### src/rtl/bcd_conv_arbiter.sv
// -----------------------------------------------------------------------------
// bcd_conv_arbiter
//
// Shares a single binary-to-BCD converter among N_REQ requesters. A requester
// is granted round-robin, its operand is latched and presented to the
// converter, a one-cycle start pulse is issued, and the BCD result (or a
// timeout error) is returned with a one-cycle, one-hot ack to that requester.
//
// Ports
//   clk        system clock
//   rst        asynchronous, active-high reset
//   req        per-requester request level
//   din        packed operands, requester i at [i*DIN_W +: DIN_W]
//   ack        one-cycle completion pulse, one-hot
//   dout       BCD result, valid while any ack bit is high (held otherwise)
//   dout_id    index of the requester being acked
//   err        high together with ack when the converter timed out
//   busy       high in every state except IDLE
//   conv_en    one-cycle start pulse to the converter
//   conv_din   operand to the converter (stable for the whole transaction)
//   conv_dout  converter BCD result
//   conv_vld   converter result-valid pulse
// -----------------------------------------------------------------------------
module bcd_conv_arbiter #(
   parameter int N_REQ   = 4,
   parameter int DIN_W   = 19,
   parameter int DOUT_W  = 24,
   parameter int TIMEOUT = 63
) (
   input  logic                       clk,
   input  logic                       rst,
   input  logic [N_REQ-1:0]           req,
   input  logic [N_REQ*DIN_W-1:0]     din,
   output logic [N_REQ-1:0]           ack,
   output logic [DOUT_W-1:0]          dout,
   output logic [$clog2(N_REQ)-1:0]   dout_id,
   output logic                       err,
   output logic                       busy,
   output logic                       conv_en,
   output logic [DIN_W-1:0]           conv_din,
   input  logic [DOUT_W-1:0]          conv_dout,
   input  logic                       conv_vld
);

   localparam int ID_W  = $clog2(N_REQ);
   localparam int CNT_W = $clog2(TIMEOUT + 1);

   // One extra bit so rr_ptr + k (k <= N_REQ) never overflows before the wrap.
   localparam logic [ID_W:0]    N_REQ_C   = N_REQ[ID_W:0];
   localparam logic [CNT_W-1:0] TIMEOUT_C = TIMEOUT[CNT_W-1:0];

   typedef enum logic [1:0] {
      S_IDLE  = 2'd0,
      S_ISSUE = 2'd1,
      S_WAIT  = 2'd2,
      S_RESP  = 2'd3
   } state_t;

   state_t state_q, state_d;

   logic [ID_W-1:0]   rr_ptr_q;
   logic [ID_W-1:0]   id_q;
   logic [DIN_W-1:0]  op_q;
   logic [CNT_W-1:0]  wait_cnt_q;

   logic [N_REQ-1:0]  ack_q, ack_d;
   logic [DOUT_W-1:0] dout_q, dout_d;
   logic [ID_W-1:0]   dout_id_q, dout_id_d;
   logic              err_q, err_d;
   logic              busy_q, busy_d;
   logic              conv_en_q, conv_en_d;

   logic              grant_vld;
   logic [ID_W-1:0]   grant_idx;
   logic [ID_W:0]     cand;
   logic              wait_done;

   // Unpack the operand bus so the grant index can select a lane directly.
   logic [DIN_W-1:0]  din_arr [N_REQ];

   generate
      for (genvar gi = 0; gi < N_REQ; gi++) begin : g_unpack
         assign din_arr[gi] = din[gi*DIN_W +: DIN_W];
      end
   endgenerate

   // Round-robin search: first set req bit starting at rr_ptr+1, wrapping.
   always_comb begin
      grant_vld = 1'b0;
      grant_idx = '0;
      cand      = '0;
      for (int k = 1; k <= N_REQ; k++) begin
         cand = {1'b0, rr_ptr_q} + k[ID_W:0];
         if (cand >= N_REQ_C) begin
            cand = cand - N_REQ_C;
         end
         if (!grant_vld && req[cand[ID_W-1:0]]) begin
            grant_vld = 1'b1;
            grant_idx = cand[ID_W-1:0];
         end
      end
   end

   // Leaving WAIT happens on a converter result or on the watchdog limit.
   assign wait_done = conv_vld || (wait_cnt_q == TIMEOUT_C);

   // ---------------------------------------------------------------- state reg
   always_ff @(posedge clk or posedge rst) begin
      if (rst) begin
         state_q <= S_IDLE;
      end else begin
         state_q <= state_d;
      end
   end

   // --------------------------------------------------------------- next state
   always_comb begin
      state_d = state_q;
      case (state_q)
         S_IDLE:  if (grant_vld) state_d = S_ISSUE;
         S_ISSUE: state_d = S_WAIT;
         S_WAIT:  if (wait_done) state_d = S_RESP;
         S_RESP:  state_d = S_IDLE;
         default: state_d = S_IDLE;
      endcase
   end

   // ------------------------------------------------------------ output logic
   // Outputs are registered, so their next values are derived from state_d:
   // the response fields are loaded on the WAIT->RESP transition and appear
   // during the RESP cycle itself.
   always_comb begin
      ack_d     = '0;
      dout_d    = dout_q;
      dout_id_d = dout_id_q;
      err_d     = 1'b0;
      busy_d    = (state_d != S_IDLE);
      conv_en_d = (state_d == S_ISSUE);
      if (state_q == S_WAIT && state_d == S_RESP) begin
         ack_d[id_q] = 1'b1;
         dout_id_d   = id_q;
         // A result arriving on the watchdog cycle still wins over the error.
         dout_d      = conv_vld ? conv_dout : '0;
         err_d       = !conv_vld;
      end
   end

   always_ff @(posedge clk or posedge rst) begin
      if (rst) begin
         ack_q     <= '0;
         dout_q    <= '0;
         dout_id_q <= '0;
         err_q     <= 1'b0;
         busy_q    <= 1'b0;
         conv_en_q <= 1'b0;
      end else begin
         ack_q     <= ack_d;
         dout_q    <= dout_d;
         dout_id_q <= dout_id_d;
         err_q     <= err_d;
         busy_q    <= busy_d;
         conv_en_q <= conv_en_d;
      end
   end

   // ---------------------------------------------------------------- datapath
   // Reset leaves rr_ptr on the last index so the first grant searches from 0.
   always_ff @(posedge clk or posedge rst) begin
      if (rst) begin
         rr_ptr_q   <= ID_W'(N_REQ - 1);
         id_q       <= '0;
         op_q       <= '0;
         wait_cnt_q <= '0;
      end else begin
         if (state_q == S_IDLE && grant_vld) begin
            rr_ptr_q <= grant_idx;
            id_q     <= grant_idx;
            op_q     <= din_arr[grant_idx];
         end
         if (state_q == S_WAIT) begin
            wait_cnt_q <= wait_cnt_q + 1'b1;
         end else if (state_q == S_RESP) begin
            wait_cnt_q <= '0;
         end
      end
   end

   assign ack      = ack_q;
   assign dout     = dout_q;
   assign dout_id  = dout_id_q;
   assign err      = err_q;
   assign busy     = busy_q;
   assign conv_en  = conv_en_q;
   assign conv_din = op_q;

endmodule

### config.mk
export PLATFORM = sky130hd
export DESIGN_NAME = bcd_conv_arbiter
export DESIGN_NICKNAME = d
export VERILOG_FILES = /design/src/rtl/bcd_conv_arbiter.sv
export SDC_FILE = /design/constraint.sdc
export NUM_CORES = 1
export LEC_CHECK = 0
export BUFFER_PORTS_ARGS = -buffer_cell sky130_fd_sc_hd__buf_4
export CORE_MARGIN = 1.5
export CORE_UTILIZATION = 43
export CTS_BUF_LIST = sky130_fd_sc_hd__clkbuf_8
export CTS_CLUSTER_DIAMETER = 30
export CTS_CLUSTER_SIZE = 16
export DETAILED_ROUTE_END_ITERATION = 12
export PLACE_DENSITY_LB_ADDON = 0.08
export SETUP_SLACK_MARGIN = 0.15
export SYNTH_ARGS = -nofsm -noshare
export SYNTH_HDL_FRONTEND = slang
export SYNTH_SLANG_ARGS = --single-unit
### constraint.sdc
create_clock -name clk -period 2.05 [get_ports clk]
set_clock_uncertainty 0.2 [all_clocks]
set_input_delay 0.205 -clock clk [delete_from_list [all_inputs] [get_ports clk]]
set_output_delay 0.205 -clock clk [all_outputs]
set_load 0.02 [all_outputs]
After elaboration in Yosys (flattened, before gate mapping)
Index checks and enable logic that the tools add are counted.
{ "word_totals": {"regBits": 64, "in_bits": 107, "out_inout_bits": 52} }
{ "classes": {"add_sub_neg": 9, "order_cmp": 11, "n_eq_ne": 6, "mux": 33, "bitwise_logic": 1, "n_reduce_logical": 14} }
{ "ops": {"columns": ["cell", "count"], "rows": [
  ["binary-select mux 19 bit (select 2 bit)", 1],
  ["two-way mux 19 bit", 2],
  ["two-way mux 24 bit", 1],
  ["two-way mux 2 bit", 10],
  ["greater-or-equal comparator 3 bit (second input constant)", 5],
  ["< comparator 2 x 3 -> 1 bit (second input constant)", 5],
  ["two-way mux 6 bit", 2],
  ["two-way mux 1 bit", 10],
  ["binary-select mux 1 bit (select 2 bit)", 4],
  ["one-hot mux 2 bit (4 select lines)", 1],
  ["subtractor 2 x 1 -> 2 bit (second input constant)", 4],
  ["adder 2 x 2 -> 3 bit (second input constant)", 2],
  ["adder 6 x 1 -> 6 bit (second input constant)", 1],
  ["== test 2 bit (second input constant)", 3],
  ["== test 6 bit (second input constant)", 1],
  ["logical AND 1 bit", 6],
  ["== test 2 x 1 -> 1 bit (second input constant)", 2],
  ["zero test 1 bit", 4],
  ["two-way mux 4 bit", 1],
  ["nonzero test 2 bit", 2],
  ["adder 2 x 1 -> 3 bit (second input constant)", 1],
  ["adder 2 x 3 -> 3 bit (second input constant)", 1],
  ["NOT 2 -> 3 bit", 1],
  ["demux 1 bit (select 2 bit)", 1],
  ["3 further kinds", 3]
]} }

Logic depth before layout (Yosys ltp)
{ "depth": {"word_depth": 20, "depth_mapped": 8, "ltp_nobuf": 6} }

Worst setup path before layout
Ideal clock, no wire load.
{ "synth_path": {"path_kind": "reg-to-reg", "from": "register wait_cnt_q[0]", "to": "register dout_id_q[0], in the netlist dout_id[0]", "setup_ns": 0.128, "arrival_ns": 1.730, "t_required_ns": 1.722, "setup_slack_ns": -0.007, "stages_incl_launch_ff": 8, "n_path_buf": 1, "period_less_slack_ns": 2.057, "path_cell_list": "dfrtp_1 > ha_1 > and3_1 > a31oi_1 > o211ai_4 > nand3_4 > buf_12 > mux2_1"} }
{ "synth_via": {"elab_chain_cells": 6} }
{ "synth_lines": {"columns": ["element", "line", "rtl"], "rows": [
  ["start, declared", "64", "logic [CNT_W-1:0] wait_cnt_q;"],
  ["start signal, assigned", "181", "wait_cnt_q <= wait_cnt_q + 1'b1;"],
  ["== test 6 bit", "105", "assign wait_done = conv_vld || (wait_cnt_q == TIMEOUT_C);"],
  ["logical OR 1 bit", "105", null],
  ["two-way mux 2 bit", "122", "S_WAIT: if (wait_done) state_d = S_RESP;"],
  ["one-hot mux 2 bit (4 select lines)", "119", "case (state_q)"],
  ["== test 2 bit", "139", "if (state_q == S_WAIT && state_d == S_RESP) begin"],
  ["logical AND 1 bit", "139", null],
  ["end signal, assigned", "159", "dout_id_q <= dout_id_d;"],
  ["end, declared", "68", "logic [ID_W-1:0] dout_id_q, dout_id_d;"]
]} }
No other way between the ends.
A chain may end at the register's enable or synchronous reset.

Worst setup path in the final report
{ "layout_path": {"from": "register rr_ptr_q[1]", "to": "register op_q[2], in the netlist conv_din[2]"} }
{ "layout_via": {"elab_chain_cells": 19} }
{ "layout_lines": {"columns": ["element", "line", "rtl"], "rows": [
  ["start, declared", "61", "logic [ID_W-1:0] rr_ptr_q;"],
  ["start signal, assigned", "170", "rr_ptr_q <= ID_W'(N_REQ - 1);"],
  ["start signal, assigned", "176", "rr_ptr_q <= grant_idx;"],
  ["adder 2 x 1 -> 3 bit", "93", "cand = {1'b0, rr_ptr_q} + k[ID_W:0];"],
  ["greater-or-equal comparator 3 bit or subtractor 2 x 1 -> 2 bit (tied branches)", "94, 95", null],
  ["two-way mux 2 bit", "94", "if (cand >= N_REQ_C) begin"],
  ["binary-select mux 1 bit (select 2 bit)", "97", "if (!grant_vld && req[cand[ID_W-1:0]]) begin"],
  ["two-way mux 1 bit (not written as such)", "97", null],
  ["two-way mux 1 bit", "97", null],
  ["zero test 1 bit", "97", null],
  ["logical AND 1 bit", "97", null],
  ["[2 not listed]", null, null],
  ["logical AND 1 bit", "97", null],
  ["two-way mux 1 bit", "97", null],
  ["zero test 1 bit", "97", null],
  ["logical AND 1 bit", "97", null],
  ["two-way mux 2 bit", "97", null],
  ["NOT 2 -> 3 bit (not written as such)", "178", "op_q <= din_arr[grant_idx];"],
  ["binary-select mux 19 bit (select 2 bit)", "178", null],
  ["two-way mux 19 bit (not written as such) (2 in a row)", "178", null],
  ["end signal, assigned", "178", null],
  ["end, declared", "63", "logic [DIN_W-1:0] op_q;"]
]} }
Parallel ways exist; a longest one is shown, timed or not. The select of a mux whose other input is x is not followed.

==> metrics.txt <==
Syn Nets=413; Gate power share=54.2%; top-count cell post-synth=mux2i_1; max_cap viols=0; Slew @ Worst Pin=approximately 0.37 ns; Final Setup Violations=0; fin crit share=96.8%; ys flop type=dfrtp_1; CTS Buf Count=9; Worst EP arrival=2.01 ns; Seq pwr share=between 20 and 30%; antenna violations before repair=0; DRT iter0 DRCs=100; count of clock tree sinks=64; Crit Path Category=reg2reg; Die Height=around 91 um; slowest stage cell, crit path=dfstp_2; total power=between 7 and 8 mW; Seq/Total Area, Yosys=48.3%; Die X=slightly above 90 um; Commonest cells post-synth=64 x mux2i_1, 62 x dfrtp_1, 39 x nand2_1; vias in the first global route=3,126; fin area=roughly 0.0055 mm2; pre-CTS setup slack=0.0487 ns; Critical Path RT=2.08 ns; Slew HR=around three quarters; fraction of layout cells with a size suffix above 1=a little over two fifths; post-route ant nets=0; LEAKAGE=between 2 and 3 nW; multi-input gate area in the final layout=0.00155 mm2; Vias=3,038; maximum root-to-sink buffer count=2; first-pass GRT wire length=14.9 mm; std cell rows=31; I/O pins=approximately 160; internal power=4.62 mW; number of synthesized flops with an enable pin=0; # fillers=528; Reg area=between 0.0015 and 0.002 mm2; Clk pwr share=~17%; Final Hold Viols=0; Sw Pwr=around 2.9 mW; CP Cell Sequence=mux2i_1, o22a_1, o21ai_4, buf_12, mux2i_1, a221oi_2; status=completed; clock transition at the registers of the reported paths=~0.070 ns; Area Overhead vs Synth=65.4%; Unique masters post-synth=42; CTS tree=yes; total routed wirelength=about 9.4 mm; DP Wirelength=6.32 mm; Synth area leaders=dfrtp_1 47%, mux2i_1 19%, a221oi_2 4.5%, nand2_1 4.4%, inv_1 3.4%; wire length per cell=15.1 um; routed vias/inst=4.88; cell mode on critical path=mux2i_1; WP buf/inv=1; Worst setup EP type=flop; register bit total from synthesis=64; Tmin final=1.98 ns; RSZ-0062 raised after global routing=true; post-synthesis cell count=301; Port Buffers=158; nets=~630; htree depth=3; post-route setup slack=between 0.06 and 0.07 ns; gr usage total=22.6%; Final Max Slew Viols=0; CP max stage delay=0.58 ns; Max IR drop VDD=between 0.0007 and 0.0008 V; leading area contributor after synthesis=dfrtp_1; global route overflow=0; Worst path top cell family by delay=compound AO/OA/AOI/OAI gates; Initial Util=45.1%; Switching Fraction=38.6%; largest net degree at the start of global routing=27; Die Area=0.00826 mm2; crit path max fanout=22; Core Box Area=~0.0074 mm2; # diodes=0; Clk Latency, worst-skew pair=0.32 ns; Setup crit start kind=flop; Yosys warnings=0; Cell Pwr Density=1370 mW/mm2; Remaining DRCs=0; drt pass-1 iters=4; syn avg cell area=11.0 um2; FMAX=504 MHz; FFs w/ async S/R, synth=100%; cell area after synthesis=0.00332 mm2; Min-Delay Path Class=in2reg; Final Wtd Congestion=0.755; clk root buf=clkbuf_8; setup_tns=0 ns; share of the synthesized area in the top cell type=about 47%; DP Area=0.00467 mm2; Final Util=74.6%
## metal layers
| layer | global-route usage [%] | part of all wire (%) |
|---|---|---|
| met4 | 9.24 | 2.0 |
| met1 | 27.7 | 42 |
| met3 | 5.39 | 6.9 |
| met2 | 38.0 | 49 |
| met5 | 0 | 0 |
## logic make-up (layout without fill, tap and decap cells)
family / Yosys count / count (layout) / share of synthesized area, %
AOI/OAI and AO/OA: 41 / 41 / 11.6
and+or+nand+nor: 78 / 78 / 10.9
adders and majority gates: 5 / 5 / 1.88
DFF: 64 / 64 / 48.3
buffers and inverters: 47 / 270 / 7.38
muxes: 66 / 66 / 20.0
## timing repair
action | 4_1_cts | 5_1_grt
endpoints found under the setup margin | 49 | 49
setup buffers | 5 | 4
pin swaps | 3 | 3
hold endpoints to repair | 92 | 0
resized for setup | 8 | 9
gates cloned | 1 | 1
hold buffers | 40 | 0
## placed cells by master, fill, tap and decap left out, types with 2 or more instances in the layout
master         Yosys  layout
buf_4              2     177
mux2i_1           64      62
dfrtp_1           62      62
dlygate4sd3_1      0      40
nand2_1           39      39
inv_1             30      31
nor2_1            16      16
a221oi_2          10      10
clkbuf_8           0       9
o221ai_1           7       7
nand2b_1           6       6
o21ai_0            6       6
a21oi_1            4       4
ha_1               5       4
nor2b_1            3       3
nor3_2             0       3
clkinvlp_4         0       3
bufinv_16          0       3
buf_12             1       3
mux2i_2            0       2
a221oi_1           2       2
mux2_4             0       2
dfstp_2            2       2
## power groups by stage
stage	registers (mW)	logic, mW	clock network [mW]
3_5_place_dp	2.16	3.73	0
5_1_grt	2.24	4.37	1.36
4_1_cts	2.14	3.96	1.32
6_report	2.16	4.08	1.29
3_3_place_gp	2.14	3.66	0
2_1_floorplan	2.66	1.96	0
## layout make-up
type | count | area share [%]
timing repair buffer | 224 | 34.0
sequential | 64 | 29.2
multi-input combinational | 190 | 28.1
clock buffer | 9 | 2.25
tap | 99 | 2.25
inverter | 30 | 2.12
clock inverter | 7 | 2.05
## final timing paths
kind / endpoint / from / slack (ns) / depth (start not counted)
worst max register to register: conv_din[2] / rr_ptr_q[1] / 0.07 / 6
worst max-delay path: conv_din[2] / rr_ptr_q[1] / 0.07 / 6
max in group asynchronous: conv_din[6] / rst / 0.95 / 4
worst min register to register: conv_din[10] / conv_din[10] / 0.30 / 2
min in group asynchronous: conv_din[13] / rst / 0.19 / 3
worst min-delay path: conv_din[16] / din[16] / 0.01 / 3
## sequential cells by signal, summed over array words and instances, names as in the netlist
signal	count
dout	24
conv_en	1
rr_ptr_q	2
conv_din	19
err	1
busy	1
id_q	2
state_q	2
dout_id	2
ack	4
wait_cnt_q	6
## tightest hold or removal path, cell delays in order
cell and delay [ns]:
buf_4 0.08, mux2i_1 0.05, o221ai_1 0.16
## stage by stage
step | hold slack [ns] | instances
after floorplan | 0.136 | 301
after global placement | -0.0195 | 556
after detailed placement | -0.0217 | 556
after CTS | 0.00206 | 618
after global routing | 0.0190 | 623
final | 0.0104 | 623
Note: power is estimated with default switching activity, not from simulation.
